[config.mk]
export PLATFORM = sky130hd
export DESIGN_NAME = rib_mailbox
export DESIGN_NICKNAME = d
export VERILOG_FILES = /design/src/rtl/rib_mailbox_pkg.sv /design/src/rtl/rib_mailbox_fifo.sv /design/src/rtl/rib_mailbox.sv
export SDC_FILE = /design/constraint.sdc
export NUM_CORES = 1
export LEC_CHECK = 0
export BUFFER_PORTS_ARGS = -buffer_cell sky130_fd_sc_hd__buf_2
export CAP_MARGIN = 25
export CORE_UTILIZATION = 50
export CTS_CLUSTER_SIZE = 16
export DETAILED_ROUTE_END_ITERATION = 6
export MAX_ROUTING_LAYER = met4
export PLACE_DENSITY = 0.78
export SLEW_MARGIN = 20
export SYNTH_ARGS = -nofsm -noshare
export SYNTH_HDL_FRONTEND = slang
export SYNTH_SLANG_ARGS = --single-unit
[constraint.sdc]
create_clock -name clk -period 4.8 [get_ports clk]
set_clock_uncertainty 0.15 [all_clocks]
set_input_delay 0.24 -clock clk [delete_from_list [all_inputs] [get_ports clk]]
set_output_delay 0.24 -clock clk [all_outputs]
set_load 0.02 [all_outputs]
[src/rtl/rib_mailbox_pkg.sv]
// ----------------------------------------------------------------------------
// rib_mailbox_pkg
//
// Shared definitions for the RIB inter-core mailbox: register offsets within a
// channel window, STAT/CTRL bit positions, reset values and the helper that
// turns a programmed threshold into the effective interrupt threshold.
//
// Optional feature macro: MAILBOX_THRESH_EN (programmable irq threshold).
// ----------------------------------------------------------------------------
package rib_mailbox_pkg;

    // Default number of entries per channel FIFO (power of two, >= 2).
    localparam int MBOX_DEPTH_DEFAULT = 8;

    // Register selected by addr_i[3:2] inside a channel window.
    typedef enum logic [1:0] {
        MBOX_PUSH = 2'd0,
        MBOX_HEAD = 2'd1,
        MBOX_STAT = 2'd2,
        MBOX_CTRL = 2'd3
    } mbox_reg_e;

    // STAT register bit positions.
    localparam int MBOX_STAT_EMPTY = 0;
    localparam int MBOX_STAT_FULL  = 1;
    localparam int MBOX_STAT_COUNT = 8;
    localparam int MBOX_STAT_OVF   = 16;

    // CTRL register bit positions.
    localparam int MBOX_CTRL_IRQ_EN   = 0;
    localparam int MBOX_CTRL_THRESH   = 8;
    localparam int MBOX_CTRL_THRESH_W = 4;
    localparam int MBOX_CTRL_OVF_CLR  = 16;

    // Threshold value loaded by reset.
    localparam logic [MBOX_CTRL_THRESH_W-1:0] MBOX_THRESH_RESET = 4'd1;

    // A programmed threshold of zero would make the interrupt fire on an
    // empty FIFO, which is never useful, so zero behaves like one.
    function automatic logic [MBOX_CTRL_THRESH_W-1:0] eff_thresh(
        input logic [MBOX_CTRL_THRESH_W-1:0] thresh
    );
        return (thresh == '0) ? MBOX_CTRL_THRESH_W'(1) : thresh;
    endfunction

endpackage

[src/rtl/rib_mailbox_fifo.sv]
// ----------------------------------------------------------------------------
// mailbox_fifo
//
// One message channel of the mailbox: a DEPTH x 32 bit FIFO with a sticky
// overflow flag. Push and pop never arrive together because the mailbox has a
// single write port, but the logic still resolves that case cleanly.
//
// Ports
//   clk      in   system clock
//   rst      in   asynchronous reset, active low
//   push     in   enqueue wdata (dropped and ovf set when full)
//   pop      in   discard head entry (ignored when empty)
//   wdata    in   32-bit word to enqueue
//   head     out  current head word, 0 when empty
//   count    out  number of stored words, 0..DEPTH
//   full     out  count == DEPTH
//   empty    out  count == 0
//   ovf      out  sticky overflow flag
//   ovf_clr  in   clear overflow flag
// ----------------------------------------------------------------------------
module mailbox_fifo
    import rib_mailbox_pkg::*;
#(
    parameter int DEPTH = MBOX_DEPTH_DEFAULT,
    localparam int AW = $clog2(DEPTH),
    localparam int CW = AW + 1
) (
    input  logic          clk,
    input  logic          rst,
    input  logic          push,
    input  logic          pop,
    input  logic [31:0]   wdata,
    output logic [31:0]   head,
    output logic [CW-1:0] count,
    output logic          full,
    output logic          empty,
    output logic          ovf,
    input  logic          ovf_clr
);

    logic [31:0]   mem_q [DEPTH];
    logic [31:0]   mem_d [DEPTH];
    logic [AW-1:0] wr_ptr_q, wr_ptr_d;
    logic [AW-1:0] rd_ptr_q, rd_ptr_d;
    logic [CW-1:0] count_q, count_d;
    logic          ovf_q, ovf_d;
    logic          wr_en;
    logic          rd_en;

    assign full  = (count_q == CW'(DEPTH));
    assign empty = (count_q == '0);
    assign count = count_q;
    assign ovf   = ovf_q;
    assign head  = empty ? 32'h0 : mem_q[rd_ptr_q];

    always_comb begin
        wr_en    = push && !full;
        rd_en    = pop && !empty;
        mem_d    = mem_q;
        wr_ptr_d = wr_ptr_q;
        rd_ptr_d = rd_ptr_q;
        count_d  = count_q;
        ovf_d    = ovf_q;

        // Pointers are exactly log2(DEPTH) wide, so the increment wraps
        // modulo DEPTH on its own.
        if (wr_en) begin
            mem_d[wr_ptr_q] = wdata;
            wr_ptr_d        = wr_ptr_q + AW'(1);
        end
        if (rd_en) begin
            rd_ptr_d = rd_ptr_q + AW'(1);
        end

        if (wr_en && !rd_en) begin
            count_d = count_q + CW'(1);
        end else if (rd_en && !wr_en) begin
            count_d = count_q - CW'(1);
        end

        // A lost word outranks a clear so an overflow is never missed.
        if (ovf_clr) begin
            ovf_d = 1'b0;
        end
        if (push && full) begin
            ovf_d = 1'b1;
        end
    end

    // Control state is reset; a reset therefore discards queued messages.
    always_ff @(posedge clk or negedge rst) begin
        if (!rst) begin
            wr_ptr_q <= '0;
            rd_ptr_q <= '0;
            count_q  <= '0;
            ovf_q    <= 1'b0;
        end else begin
            wr_ptr_q <= wr_ptr_d;
            rd_ptr_q <= rd_ptr_d;
            count_q  <= count_d;
            ovf_q    <= ovf_d;
        end
    end

    // Message storage is deliberately left unreset; empty hides stale words.
    always_ff @(posedge clk) begin
        mem_q <= mem_d;
    end

endmodule

[src/rtl/rib_mailbox.sv]
// ----------------------------------------------------------------------------
// rib_mailbox
//
// RIB slave providing two 32-bit message channels between the two cores:
// channel 0 carries core0 -> core1, channel 1 carries core1 -> core0.
// irq_o[0] is wired to core1 int_i[0], irq_o[1] to core0 int_i[1].
//
// Register window per channel (channel = addr_i[4], register = addr_i[3:2]):
//   0x0 PUSH  write pushes data_i, reads 0
//   0x4 HEAD  read returns head (0 when empty), any write pops
//   0x8 STAT  [0] empty, [1] full, [8+:CW] count, [16] ovf sticky
//   0xC CTRL  [0] irq_en, [11:8] thresh, write with data_i[16]=1 clears ovf
//
// Optional feature macro: MAILBOX_THRESH_EN
//   defined   : CTRL[11:8] is a writable interrupt threshold (0 acts as 1)
//   undefined : threshold fixed at 1, CTRL[11:8] reads 0
//
// Ports
//   clk     in   system clock
//   rst     in   asynchronous reset, active low
//   we_i    in   write strobe, one access per high cycle
//   addr_i  in   byte address, only [4:2] decoded
//   data_i  in   write data
//   data_o  out  combinational read data
//   irq_o   out  registered level interrupt per channel
// ----------------------------------------------------------------------------
module rib_mailbox
    import rib_mailbox_pkg::*;
#(
    parameter int DEPTH = MBOX_DEPTH_DEFAULT
) (
    input  logic        clk,
    input  logic        rst,
    input  logic        we_i,
    input  logic [31:0] addr_i,
    input  logic [31:0] data_i,
    output logic [31:0] data_o,
    output logic [1:0]  irq_o
);

    localparam int CW = $clog2(DEPTH) + 1;

    logic          ch_sel;
    mbox_reg_e     reg_sel;
    logic [1:0]    ch_hit;
    logic [1:0]    push;
    logic [1:0]    pop;
    logic [1:0]    ovf_clr;
    logic [1:0]    ctrl_we;

    logic [31:0]   head  [2];
    logic [CW-1:0] count [2];
    logic [1:0]    full;
    logic [1:0]    empty;
    logic [1:0]    ovf;

    logic [1:0]    irq_en_q, irq_en_d;
    logic [1:0]    irq_q, irq_d;
`ifdef MAILBOX_THRESH_EN
    logic [1:0][MBOX_CTRL_THRESH_W-1:0] thresh_q, thresh_d;
`endif

    // Address bits outside [4:2] and the undecoded data bits are don't-care.
    logic unused_bits;
    assign unused_bits = ^{addr_i[31:5], addr_i[1:0], data_i};

    assign ch_sel  = addr_i[4];
    assign reg_sel = mbox_reg_e'(addr_i[3:2]);
    assign ch_hit  = {ch_sel, ~ch_sel};

    // Write decode. There is no read strobe on the RIB slave port, so every
    // state change, including pop, must come from a write.
    always_comb begin
        push    = '0;
        pop     = '0;
        ovf_clr = '0;
        ctrl_we = '0;
        if (we_i) begin
            case (reg_sel)
                MBOX_PUSH: push    = ch_hit;
                MBOX_HEAD: pop     = ch_hit;
                MBOX_CTRL: begin
                    ctrl_we = ch_hit;
                    if (data_i[MBOX_CTRL_OVF_CLR]) begin
                        ovf_clr = ch_hit;
                    end
                end
                default: ;
            endcase
        end
    end

    mailbox_fifo #(
        .DEPTH (DEPTH)
    ) u_fifo0 (
        .clk     (clk),
        .rst     (rst),
        .push    (push[0]),
        .pop     (pop[0]),
        .wdata   (data_i),
        .head    (head[0]),
        .count   (count[0]),
        .full    (full[0]),
        .empty   (empty[0]),
        .ovf     (ovf[0]),
        .ovf_clr (ovf_clr[0])
    );

    mailbox_fifo #(
        .DEPTH (DEPTH)
    ) u_fifo1 (
        .clk     (clk),
        .rst     (rst),
        .push    (push[1]),
        .pop     (pop[1]),
        .wdata   (data_i),
        .head    (head[1]),
        .count   (count[1]),
        .full    (full[1]),
        .empty   (empty[1]),
        .ovf     (ovf[1]),
        .ovf_clr (ovf_clr[1])
    );

    // CTRL register updates and next interrupt level. The interrupt is
    // computed from the current (registered) count, so irq_o trails count
    // by one cycle.
    always_comb begin
        irq_en_d = irq_en_q;
        irq_d    = '0;
`ifdef MAILBOX_THRESH_EN
        thresh_d = thresh_q;
`endif
        for (int c = 0; c < 2; c++) begin
            if (ctrl_we[c]) begin
                irq_en_d[c] = data_i[MBOX_CTRL_IRQ_EN];
`ifdef MAILBOX_THRESH_EN
                thresh_d[c] = data_i[MBOX_CTRL_THRESH +: MBOX_CTRL_THRESH_W];
`endif
            end
`ifdef MAILBOX_THRESH_EN
            // Counts never exceed DEPTH, so thresholds above it never fire.
            irq_d[c] = irq_en_q[c] &&
                       (32'(count[c]) >= 32'(eff_thresh(thresh_q[c])));
`else
            irq_d[c] = irq_en_q[c] && !empty[c];
`endif
        end
    end

    always_ff @(posedge clk or negedge rst) begin
        if (!rst) begin
            irq_en_q <= '0;
            irq_q    <= '0;
`ifdef MAILBOX_THRESH_EN
            thresh_q <= {2{MBOX_THRESH_RESET}};
`endif
        end else begin
            irq_en_q <= irq_en_d;
            irq_q    <= irq_d;
`ifdef MAILBOX_THRESH_EN
            thresh_q <= thresh_d;
`endif
        end
    end

    assign irq_o = irq_q;

    // Read mux: purely combinational from the address and current state,
    // with no side effects on any register.
    always_comb begin
        data_o = '0;
        case (reg_sel)
            MBOX_HEAD: data_o = head[ch_sel];
            MBOX_STAT: begin
                data_o[MBOX_STAT_EMPTY]         = empty[ch_sel];
                data_o[MBOX_STAT_FULL]          = full[ch_sel];
                data_o[MBOX_STAT_COUNT +: CW]   = count[ch_sel];
                data_o[MBOX_STAT_OVF]           = ovf[ch_sel];
            end
            MBOX_CTRL: begin
                data_o[MBOX_CTRL_IRQ_EN] = irq_en_q[ch_sel];
`ifdef MAILBOX_THRESH_EN
                data_o[MBOX_CTRL_THRESH +: MBOX_CTRL_THRESH_W] = thresh_q[ch_sel];
`endif
            end
            default: ;
        endcase
    end

endmodule

Word-level counts from Yosys, hierarchy flattened
Index checks and enable logic that the tools add are counted.

Register bits after elaboration: 538. Word-level logic and storage cells: 135. Bits of input ports: 67.

Equal/unequal tests: 5. Magnitude comparators: 8. Muxes and demuxes: 52. Reduce and logical (&&, ||, !) cells: 29. Bitwise gates (word level): 6. Add/subtract/negate cells: 8.

Operators by type and width (count): $bwmux W256 (2); $mux W32 (11); $bmux W32 S3 (2); $demux W32 S3 (2); $mux W4 (8); $mux W2 (9); $ge A4 B4 Y1 const B (4); $not A3 Y4 (4); $mux W15 (1); $logic_and A1 B1 Y1 (14); $add A3 B1 Y3 const B (4); $mux W1 (12); $add A4 B1 Y4 const B (2); $eq A4 B4 Y1 const B (2); $logic_not A1 Y1 (8); $logic_not A4 Y1 (2); $lt A4 B1 Y1 const B (2); $pmux W4 S2 (1); $reduce_bool A2 Y1 (4); $sub A4 B1 Y4 const B (2); $mux W6 (1); $eq A2 B2 Y1 const B (2); $pmux W1 S2 (2); $pmux W1 S3 (1); 6 further kinds (6).

Logic depth before layout (Yosys ltp)
Gate-level depths: netlist of run 1.

Word-level depth: 9. Gate-level depth with buffers: 13. Mapped depth without buffers: 12.

Modules after synthesis
From an unflattened synthesis of run 1, not the netlist that was laid out.

Cells, all modules: 998. Area total of the unflattened synthesis: 21450.6 µm².

By module, submodules not included: mailbox_fifo (cells an instance 442, instances 2, area each 10224.8 µm²); rib_mailbox (cells an instance 114, instances 1, area each 1001.0 µm²).

Least setup slack after synthesis of run 1
No wires, ideal clock.

Path kind: in2reg. Start: input addr_i[2]. End: register u_fifo1.mem_q[224] (netlist name), enable pin. Path slack: 0.050 ns. Path buffers: 1. Stages: 6. Setup time: 0.501 ns. Arrival: 4.099 ns. Cells stage by stage: inv_1 -> ha_1 -> nand3_1 -> or2_2 -> buf_2 -> nor4_1.

Cells in the longest elaborated chain, start to end: 4.

Ends and longest elaborated chain: from (decl) (RTL line rib_mailbox.sv:35) `input logic [31:0] addr_i,`; $logic_not A2 Y1 (RTL line rib_mailbox.sv:79) `case (reg_sel)`; $mux W2 (RTL line rib_mailbox.sv:79); $mux W2 (RTL line rib_mailbox.sv:78) `if (we_i) begin`; $logic_and A1 B1 Y1 (RTL line rib_mailbox_fifo.sv:57) `wr_en = push && !full;`; to (signal assigned) (RTL line rib_mailbox_fifo.sv:107) `mem_q <= mem_d;`; to (decl) (RTL line rib_mailbox_fifo.sv:41) `logic [31:0] mem_q [DEPTH];`.

Every way passes these cells. A chain may end at the register's enable or synchronous reset.

Final worst setup path of run 1
Start: register u_fifo0.rd_ptr_q[0]. End: output data_o[9].

Cells in the longest elaborated chain, start to end: 9.

Ends and longest elaborated chain: from (decl) (RTL line rib_mailbox_fifo.sv:44) `logic [AW-1:0] rd_ptr_q, rd_ptr_d;`; from (signal assigned) (RTL line rib_mailbox_fifo.sv:99) `rd_ptr_q <= rd_ptr_d;`; $not A3 Y4 (not written as such) (RTL line rib_mailbox_fifo.sv:54) `assign head = empty ? 32'h0 : mem_q[rd_ptr_q];`; $bmux W32 S3 (RTL line rib_mailbox_fifo.sv:54); $mux W32 (not written as such) (2 in a row) (RTL line rib_mailbox_fifo.sv:54); $mux W32 (RTL line rib_mailbox_fifo.sv:54); $mux W32 (not written as such) (3 in a row) (RTL line rib_mailbox.sv:174) `MBOX_HEAD: data_o = head[ch_sel];`; $pmux W4 S2 (RTL line rib_mailbox.sv:173) `case (reg_sel)`; to (decl) (RTL line rib_mailbox.sv:37) `output logic [31:0] data_o,`.

Every way passes these cells. The select of a mux whose other input is x is not followed.

==> results of run 1 <==
-- how the worst max path moves through the flow --
stage	start	end	slack, ns	cells after the start
6_report	u_fifo0.rd_ptr_q[0]	data_o[9]	1.01	5
5_1_grt	u_fifo0.rd_ptr_q[0]	data_o[13]	0.80	6
4_1_cts	u_fifo0.rd_ptr_q[0]	data_o[9]	0.95	5
3_5_place_dp	u_fifo0.rd_ptr_q[0]	data_o[9]	1.59	5
3_3_place_gp	u_fifo0.rd_ptr_q[0]	data_o[9]	1.62	5
2_1_floorplan	addr_i[2]	u_fifo1.mem_q[224]	0.05	6
-- area by class of cell --
| cell class | count | area (µm²) |
|---|---|---|
| Timing Repair Buffer | 144 | 1018 |
| Multi-Input combinational cell | 532 | 5773 |
| Inverter | 8 | 30.03 |
| Fill cell | 3074 | 18030 |
| Tap cell | 585 | 732.0 |
| Sequential cell | 538 | 16040 |
| Clock buffer | 59 | 1349 |
| Clock inverter | 37 | 281.5 |
| Antenna cell | 3 | 7.507 |
-- registers in the layout (all words and copies together) (netlist names) --
name              count
u_fifo1.rd_ptr_q      3
u_fifo0.rd_ptr_q      3
u_fifo1.count         4
u_fifo0.ovf           1
irq_en_q              2
u_fifo1.ovf           1
u_fifo1.wr_ptr_q      3
irq_o                 2
u_fifo0.count         4
u_fifo1.mem_q       256
u_fifo0.mem_q       256
u_fifo0.wr_ptr_q      3
-- layer usage --
metal	vias up	routed length, µm
li1	5008	-
met1	5998	19000
met2	601	22830
met3	84	4119
met4	0	1015
met5	-	0
-- timing repair --
| item | in CTS | in global routing |
|---|---|---|
| setup buffers | 0 | 0 |
| setup endpoints to repair | 0 | 0 |
| hold buffers | 38 | 0 |
| endpoints found under the hold margin | 547 | 0 |
-- metrics by stage --
stage,instances,cell area [µm²]
floorplan,1140,22070
global placement,1768,23190
detailed placement,1769,23210
CTS,1903,25230
global route,1906,25230
finish,1906,25230
-- power by group --
group          internal, mW  switching, mW
Clock                  2.23           1.69
Combinational          1.58           1.41
Sequential             5.32          0.564
-- cell families after synthesis --
logic type	Yosys count	share of synthesized area
buffers and inverters	70	0.01678
AOI/OAI and AO/OA	121	0.03640
and+or+nand+nor	172	0.03708
adders and majority gates	17	0.01032
DFF	538	0.7262
muxes	208	0.1676
xor gates and xnor gates	14	0.005557
-- worst max-delay path, cell delays in order, from the launching register on --
cell      delay [ns]
dfrtp_4         1.01
buf_4           0.51
mux4_2          0.57
mux2i_1         0.25
o221ai_1        0.20
buf_2           0.20
-- cells in the final DEF, fill, tap and decap left out, drive strengths merged, types with 7 or more instances in the layout --
cell type    count
xnor2           14
a21oi           53
a211oi          25
buf            106
nor3            58
edfxtp         512
dfrtp           26
dlygate4sd3     38
nand3            8
ha              15
mux2i           68
mux4           126
clkinv          28
o32ai           25
nor2            62
nand2           22
inv              9
o221ai           7
clkbuf          59
mux2            14
==> out/metrics.csv, run 1 <==
stage,metric,value,unit
sta,final period utilization,0.7905,
sta,setup ws final,1.006,ns
yosys,Syn Nets,1224,
yosys,synth cell count leaders,"edfxtp_1, mux4_2, mux2i_1, nor2_1, nor3_1",
global_routing,gr usage total,0.2217,
worst_setup_path,CP max FO,53,
status,status,"finished, final reports clean",
yosys,Mapped Cells,1140,
global_routing,met1 Use GR,0.3025,
global_routing,number of global-route vias before repair,11630,
sta,Final Max Slew Viols,0,
yosys,most frequent cell after synthesis,edfxtp_1,
route,routed len/inst,24.64,µm
yosys,sequential area share after synthesis,0.7262,
worst_setup_path,reg2reg start,u_fifo1.count[0],
power_and_ir_drop,Peak VDD IR,0.3046,mV
sta,Fmax,0.2636,GHz
route,via count,11690,
yosys,Yosys top cell area share,0.6968,
global_routing,largest net degree at the start of global routing,54,
worst_setup_path,Worst Reg-to-Reg Cells,10,
floorplanning,core box area,43270,µm²
sta,Worst Tran Pin Value,0.9014,ns
floorplanning,width of the die,212.1,µm
finish,"Net count, final",1360,
floorplanning,row cnt,76,
yosys,syn avg cell area,19.36,µm²
yosys,top_reg_cell synth,edfxtp_1,
sta,RSZ-0062 raised after global routing,no,
floorplanning,Die Ht,212.1,µm
yosys,share of synthesized registers carrying an async set or reset,0.04833,
floorplanning,starting density of the core,0.5100,
yosys,YS warnings,0,
route,drt first pass iters,5,
worst_setup_path,Crit Path Class,reg2out,
yosys,Cell variety after synth,44,
finish,Layout area overhead,14.35,%
hold_path,HP Class,in2async,
clock_network,TritonCTS Sinks,538,
finish,share of layout cells above drive strength 1,0.2618,
global_routing,most used routing layer,met2,
worst_setup_path,Worst EP required,4.41,ns
sta,Final setup viols,0,
route,Post-route DRC,0,
place,Post-Place Worst Slack,1.585,ns
power_and_ir_drop,PD cells,507.3,nW/µm²
worst_setup_path,R2R Setup Slk,1.67,ns
sta,Fin Setup TNS,0,ns
worst_setup_path,Worst EP arrival,3.40,ns
clock_network,"Clk pin slew, worst setup/hold paths",0.06,ns
worst_setup_path,Worst R2R End,u_fifo1.count[3],
route,Post-DRT Antenna Nets,0,
clock_network,post-CTS sizing,0,
place,HPWL after DPL,25.84,mm
global_routing,initial antenna violation count,3,
worst_setup_path,startpoint class of the critical path,flip-flop,
power_and_ir_drop,Final Power,12.80,mW
place,# port buffers,71,
worst_setup_path,critical path capture point type,primary output,
global_routing,GRT met3 Usage,0.04417,
yosys,"area leader, netlist",edfxtp_1,
floorplanning,IO Pins,101,
clock_network,CTS Root Cell,clkbuf_16,
yosys,number of synthesized register bits,538,
yosys,number of enable flip-flop cells after synthesis,512,
route,Iter 0 DRT Violations,1379,
clock_network,CTS tree,built,
sta,slew margin rel.,0.3991,
yosys,"top cells by area, synth","edfxtp_1, mux4_2, mux2i_1",
route,Via density,6.134,
clock_network,CTS max path bufs,3,
global_routing,gr ovfl total,0,
sta,Final Hold Vio Count,0,
sta,Hold WS,0.04876,ns
global_routing,M2 GR Usage,0.3427,
yosys,Syn Std Cell Area,22070,µm²
sta,min Tclk post-route,3.794,ns
finish,fin util,0.5832,
flow_run,Max-Cap Viols,0,
global_routing,first-pass GRT wire length,70.69,mm
place,gp weighted congestion,0.8360,
route,Routed WL,46.97,mm
clock_network,htree depth,2,
clock_network,total CTS buffers,52,
power_and_ir_drop,static leakage,8.206,nW
floorplanning,Die ar.,44980,µm²
clock_network,clk_lat worst skew,0.58,ns
No activity file was read; power rests on OpenSTA's default activity.
==> inputs of run 2 (changes only) <==
- PLACE_DENSITY: 0.78 -> 0.75
- clock period: 4.8 -> 3.9 ns (I/O delays scaled with it)
==> run 2 against run 1 <==
  * Global-route usage rose by 0.17 points
  * Sequential share of layout area fell by 0.42 points
  * Critical endpoint is now data_o[30]
  * Clock power rose by 26%
  * Cell count barely moved
  * Total power rose by 25%
  * Combinational power rose by 28%
  * Sequential cell count did not move
==> out/metrics.csv, run 2 (synthesis results as in run 1) <==
stage,metric,value,unit,change
sta,Fin Setup TNS,0,ns,unchanged
floorplanning,Die ar.,44980,µm²,unchanged
global_routing,first-pass GRT wire length,71.29,mm,was 70.69 mm
route,Routed WL,47.79,mm,was 46.97 mm
place,# port buffers,71,,unchanged
sta,Final Hold Vio Count,0,,unchanged
floorplanning,IO Pins,101,,unchanged
flow_run,Max-Cap Viols,0,,unchanged
clock_network,clk_lat worst skew,0.60,ns,was 0.58 ns
sta,Final Max Slew Viols,0,,unchanged
global_routing,gr usage total,0.2234,,was 0.2217
finish,"most common cell after layout, fill and taps aside",edfxtp_1,,unchanged
place,Placed Area,23310,µm²,was 23210 µm²
place,DP Cell Count,1769,,unchanged
clock_network,TritonCTS Sinks,538,,unchanged
sta,Worst Tran Pin Value,1.077,ns,was 0.9014 ns
power_and_ir_drop,Peak VDD IR,0.4169,mV,was 0.3046 mV
finish,Finished Cell Area,25400,µm²,was 25230 µm²
place,Post-Place Worst Slack,0.8311,ns,was 1.585 ns
finish,share of layout cells above drive strength 1,0.2608,,was 0.2618
hold_path,HP Class,in2reg,,was in2async
finish,biggest regs,"u_fifo0.mem_q x256, u_fifo1.mem_q x256",,unchanged
finish,Final Non-Filler Cells,1907,,was 1906
worst_setup_path,CP max FO,55,,was 53
worst_setup_path,critical path capture point type,primary output,,unchanged
sta,setup ws final,0.2777,ns,was 1.006 ns
route,Via density,6.114,,was 6.134
status,status,"finished, final reports clean",,unchanged
finish,number of fill cells,3022,,was 3074
route,drt first pass iters,5,,unchanged
global_routing,number of global-route vias before repair,11740,,was 11630
clock_network,htree depth,2,,unchanged
route,via count,11660,,was 11690
floorplanning,starting density of the core,0.5100,,unchanged
place,gp weighted congestion,0.7934,,was 0.8360
floorplanning,width of the die,212.1,µm,unchanged
place,HPWL after DPL,25.71,mm,was 25.84 mm
sta,RSZ-0062 raised after global routing,no,,unchanged
clock_network,CTS tree,built,,unchanged
clock_network,CTS Root Cell,clkbuf_16,,unchanged
finish,"Net count, final",1363,,was 1360
worst_setup_path,Worst EP arrival,3.28,ns,was 3.40 ns
clock_network,total CTS buffers,52,,unchanged
global_routing,initial antenna violation count,3,,unchanged
global_routing,gr ovfl total,0,,unchanged
sta,final period utilization,0.9288,,
power_and_ir_drop,PD cells,629.5,nW/µm²,was 507.3 nW/µm²
worst_setup_path,Crit Path Class,reg2out,,unchanged
global_routing,largest net degree at the start of global routing,75,,was 54
finish,Layout area overhead,15.11,%,was 14.35%
clock_network,CTS max path bufs,3,,unchanged
route,Post-route DRC,0,,unchanged
route,Iter 0 DRT Violations,1214,,was 1379
worst_setup_path,startpoint class of the critical path,flip-flop,,unchanged
floorplanning,Die Ht,212.1,µm,unchanged
sta,Hold WS,0.08806,ns,was 0.04876 ns
worst_setup_path,buffers and inverters on the worst path,2,,unchanged
finish,most frequent cells in the layout,"edfxtp_1, mux4_2, buf_2, mux2i_1, nor2_1",,unchanged
worst_setup_path,CP peak stage delay,0.97,ns,was 1.01 ns
sta,Final setup viols,0,,unchanged
route,routed len/inst,25.06,µm,was 24.64 µm
sta,slew margin rel.,0.2818,,was 0.3991
sta,min Tclk post-route,3.622,ns,
floorplanning,row cnt,76,,unchanged
sta,Fmax,0.2761,GHz,
worst_setup_path,R2R Setup Slk,0.83,ns,was 1.67 ns
clock_network,"Clk pin slew, worst setup/hold paths",0.06,ns,about the same
power_and_ir_drop,static leakage,8.258,nW,was 8.206 nW
worst_setup_path,Slowest cell on crit path,dfrtp_4,,unchanged
floorplanning,core box area,43270,µm²,unchanged
worst_setup_path,Worst EP required,3.56,ns,was 4.41 ns
route,Post-DRT Antenna Nets,0,,unchanged
worst_setup_path,critical path cell sequence,buf_4 -> mux4_2 -> mux2i_1 -> o32ai_1 -> buf_2,,was buf_4 -> mux4_2 -> mux2i_1 -> o221ai_1 -> buf_2
worst_setup_path,critical path's top delay family,flip-flops,,unchanged
## run 2: cell types whose count changed in the layout (fill, tap and decap cells not counted), moves of 3 or more
cell / change
buf_12: +7
buf_4: -6
clkinv_2: -5
inv_6: +3
## run 2: final timing paths
check / to / startpoint / cells after the start
worst min register to register: irq_o[0] / irq_en_q[0] / 1
worst max register to register: u_fifo1.count[3] / u_fifo1.count[0] / 10
max in group asynchronous: u_fifo0.rd_ptr_q[0] / rst / 4
worst min-delay path: irq_en_q[1] / addr_i[3] / 4
worst max-delay path: data_o[30] / u_fifo1.rd_ptr_q[0] / 5
min in group asynchronous: u_fifo1.count[1] / rst / 3
## run 2: stage by stage
stage | util | power (mW)
floorplan | - | 10.13
global placement | 0.5381 | 10.96
detailed placement | 0.5387 | 11.10
CTS | 0.5864 | 16.07
global route | 0.5870 | 16.61
finish | 0.5870 | 15.99
## run 2: area by class of cell
| type | count | area [µm²] | area share |
|---|---|---|---|
| Timing Repair Buffer | 147 | 1134 | 0.04463 |
| Sequential cell | 538 | 16040 | 0.6316 |
| Inverter | 8 | 30.03 | 0.001182 |
| Clock inverter | 36 | 317.8 | 0.01251 |
| Clock buffer | 58 | 1345 | 0.05296 |
| Antenna cell | 3 | 7.507 | 0.0002956 |
| Multi-Input combinational cell | 532 | 5792 | 0.2280 |
| Tap cell | 585 | 732.0 | 0.02882 |
## run 2: timing repair
| item | 4_1_cts | 5_1_grt |
|---|---|---|
| gates resized for setup | 0 | 0 |
| hold buffers | 40 | 0 |
| endpoints found under the hold margin | 549 | 0 |
| buffers inserted | 0 | 0 |
## run 2: routing by layer
metal / GRT usage / vias to the layer above / share of wire
met5: - / - / 0
met4: 0.07696 / 0 / 0.031
met3: 0.04225 / 111 / 0.070
met2: 0.3555 / 490 / 0.49
met1: 0.2907 / 6039 / 0.41
li1: - / 5020 / -
## run 2: power breakdown
part	internal, mW	leakage [nW]	switching [mW]
Sequential	6.55	4.92	0.691
Combinational	2.04	2.52	1.78
Clock	2.81	0.815	2.11
Total	11.4	8.26	4.59
## run 2: worst register-to-register path, delay by kind of cell (launching register included)
| kind | cells | cell delay (ns) |
|---|---|---|
| simple gates | 2 | 0.90 |
| flops | 1 | 0.48 |
| fa+ha+maj | 2 | 0.47 |
| compound gates | 2 | 0.34 |
| buf+inv | 2 | 0.29 |
| mux | 1 | 0.24 |
| xor+xnor | 1 | 0.13 |
==> inputs of run 3 (changes only) <==
==> constraint.sdc (replaced) <==
create_clock -name clk -period 3.9 [get_ports clk]
set_clock_uncertainty 0.15 [all_clocks]
set_input_delay 0.585 -clock clk [delete_from_list [all_inputs] [get_ports clk]]
set_output_delay 0.585 -clock clk [all_outputs]
set_load 0.02 [all_outputs]
==> run 3 against run 2 <==
  * Highest routed layer unchanged
  * Design area is 0.87% lower
  * Non-clock buffer count is 31 lower
  * Largest power group unchanged
  * First-iteration DRC count is 13% higher
  * Die area stayed put
  * Sequential share of layout area is 0.56 points higher
  * Via count is 1.4% lower
==> out/metrics.csv, run 3 (synthesis results as in run 1) <==
stage,metric,value,unit,change
clock_network,htree depth,2,,unchanged
global_routing,gr usage total,0.2200,,was 0.2234
clock_network,CTS max path bufs,3,,unchanged
worst_setup_path,critical path capture point type,primary output,,unchanged
sta,Fin Setup TNS,0,ns,unchanged
power_and_ir_drop,Final Power,16.10,mW,was 15.99 mW
sta,Hold WS,0.2306,ns,was 0.08806 ns
floorplanning,starting density of the core,0.5100,,unchanged
sta,slew margin rel.,0.3587,,was 0.2818
place,# port buffers,71,,unchanged
place,gp weighted congestion,0.8072,,was 0.7934
worst_setup_path,CP peak stage delay,0.57,ns,was 0.97 ns
floorplanning,Die Ht,212.1,µm,unchanged
sta,RSZ-0062 raised after global routing,no,,unchanged
flow_run,Max-Cap Viols,0,,unchanged
finish,biggest regs,"u_fifo0.mem_q x256, u_fifo1.mem_q x256",,unchanged
finish,"most common cell after layout, fill and taps aside",edfxtp_1,,unchanged
worst_setup_path,critical path cell sequence,or4_4 -> nand3_1 -> buf_4 -> o221ai_1 -> buf_2,,was buf_4 -> mux4_2 -> mux2i_1 -> o32ai_1 -> buf_2
worst_setup_path,Worst EP required,3.16,ns,was 3.56 ns
route,routed len/inst,25.10,µm,was 25.06 µm
clock_network,CTS tree,built,,unchanged
global_routing,first-pass GRT wire length,70.36,mm,was 71.29 mm
clock_network,CTS Root Cell,clkbuf_16,,unchanged
finish,share of layout cells above drive strength 1,0.2754,,was 0.2608
worst_setup_path,CP max FO,9,,was 55
power_and_ir_drop,Peak VDD IR,0.3513,mV,was 0.4169 mV
sta,Final Hold Vio Count,0,,unchanged
sta,Final setup viols,0,,unchanged
global_routing,gr ovfl total,0,,unchanged
global_routing,initial antenna violation count,2,,was 3
finish,Layout area overhead,14.11,%,was 15.11%
floorplanning,Die ar.,44980,µm²,unchanged
clock_network,total CTS buffers,52,,unchanged
status,status,"finished, final reports clean",,unchanged
finish,"Net count, final",1332,,was 1363
route,drt first pass iters,5,,unchanged
power_and_ir_drop,static leakage,8.177,nW,was 8.258 nW
route,via count,11490,,was 11660
worst_setup_path,Slowest cell on crit path,nand3_1,,was dfrtp_4
sta,Fmax,0.2729,GHz,was 0.2761 GHz
clock_network,clk_lat worst skew,0.57,ns,was 0.60 ns
route,Routed WL,47.08,mm,was 47.79 mm
route,Via density,6.126,,was 6.114
clock_network,"Clk pin slew, worst setup/hold paths",0.06,ns,about the same
route,Iter 0 DRT Violations,1366,,was 1214
global_routing,number of global-route vias before repair,11510,,was 11740
sta,Final Max Slew Viols,0,,unchanged
global_routing,largest net degree at the start of global routing,68,,was 75
hold_path,HP Class,in2reg,,unchanged
finish,most frequent cells in the layout,"edfxtp_1, mux4_2, buf_2, mux2i_1, nor2_1",,unchanged
sta,Worst Tran Pin Value,0.9619,ns,was 1.077 ns
worst_setup_path,Worst EP arrival,2.93,ns,was 3.28 ns
finish,fin util,0.5820,,was 0.5870
sta,min Tclk post-route,3.664,ns,was 3.622 ns
route,Post-DRT Antenna Nets,0,,unchanged
worst_setup_path,startpoint class of the critical path,flip-flop,,unchanged
route,Post-route DRC,0,,unchanged
place,HPWL after DPL,26.34,mm,was 25.71 mm
floorplanning,core box area,43270,µm²,unchanged
floorplanning,width of the die,212.1,µm,unchanged
floorplanning,IO Pins,101,,unchanged
floorplanning,row cnt,76,,unchanged
worst_setup_path,Crit Path Class,reg2out,,unchanged
clock_network,Post-CTS Setup Inserts,0,,unchanged
sta,final period utilization,0.9395,,was 0.9288
clock_network,TritonCTS Sinks,538,,unchanged
power_and_ir_drop,PD cells,639.3,nW/µm²,was 629.5 nW/µm²
[run 3: cell types whose count changed in the layout (fill, tap and decap cells not counted), sizes merged]
cell / before / now
buf: 107 / 115
clkinvlp: 2 / 3
inv: 13 / 12
clkbuf: 58 / 62
diode: 3 / 2
bufinv: 5 / 7
dlygate4sd3: 40 / 1
clkinv: 24 / 19
[run 3: worst max-delay path, delay by kind of cell (launching register included)]
family	cells	cell delay, ns
and+or+nand+nor	2	1.13
DFF	1	0.46
buffers and inverters	2	0.58
AOI/OAI and AO/OA	1	0.19
[run 3: path summary, 6_finish.rpt]
path | startpoint | end | slack (ns) | cells after the start
max | u_fifo1.count[0] | data_o[0] | 0.24 | 5
min | we_i | u_fifo1.ovf | 0.23 | 3
max reg2reg | u_fifo0.count[0] | u_fifo0.count[3] | 0.81 | 11
min reg2reg | u_fifo1.ovf | u_fifo1.ovf | 0.37 | 2
max in group asynchronous | rst | u_fifo0.rd_ptr_q[0] | 2.70 | 2
min in group asynchronous | rst | irq_o[1] | 0.42 | 2
[run 3: layer usage]
layer | vias to the layer above | routed length, µm | track usage
li1 | 4949 | - | -
met1 | 5963 | 19440 | 0.2972
met2 | 489 | 23020 | 0.3443
met3 | 92 | 3350 | 0.03663
met4 | 0 | 1272 | 0.07096
met5 | - | 0 | -
[run 3: area by class of cell]
class | count | area [µm²]
multi-input cells | 532 | 5817
repair buffers | 116 | 833.3
fillers | 3033 | 18090
diodes | 2 | 5.005
clock inverters | 33 | 359.1
well taps | 585 | 732.0
inverters | 8 | 30.03
flip-flops and latches | 538 | 16040
clock buffers | 62 | 1360
[run 3: where the power goes]
group          leakage, nW  switching [mW]  internal, mW
clock network        0.835            2.07          2.96
registers             4.92           0.617          6.56
logic                 2.42            1.88          2.02
total                 8.18            4.57          11.5
[run 3: through the flow]
stage	std cells	instance area, µm²	setup WS [ns]
after CTS	1874	25170	0.2489
after global routing	1876	25180	0.1763
after global placement	1778	23450	0.5249
after detailed placement	1778	23450	0.4833
after floorplan	1140	22100	-0.3353
final	1876	25180	0.2358
[run 3: repair_timing]
action	in CTS	in global routing
gates resized for setup	0	0
endpoints found under the hold margin	26	0
hold buffers	1	0
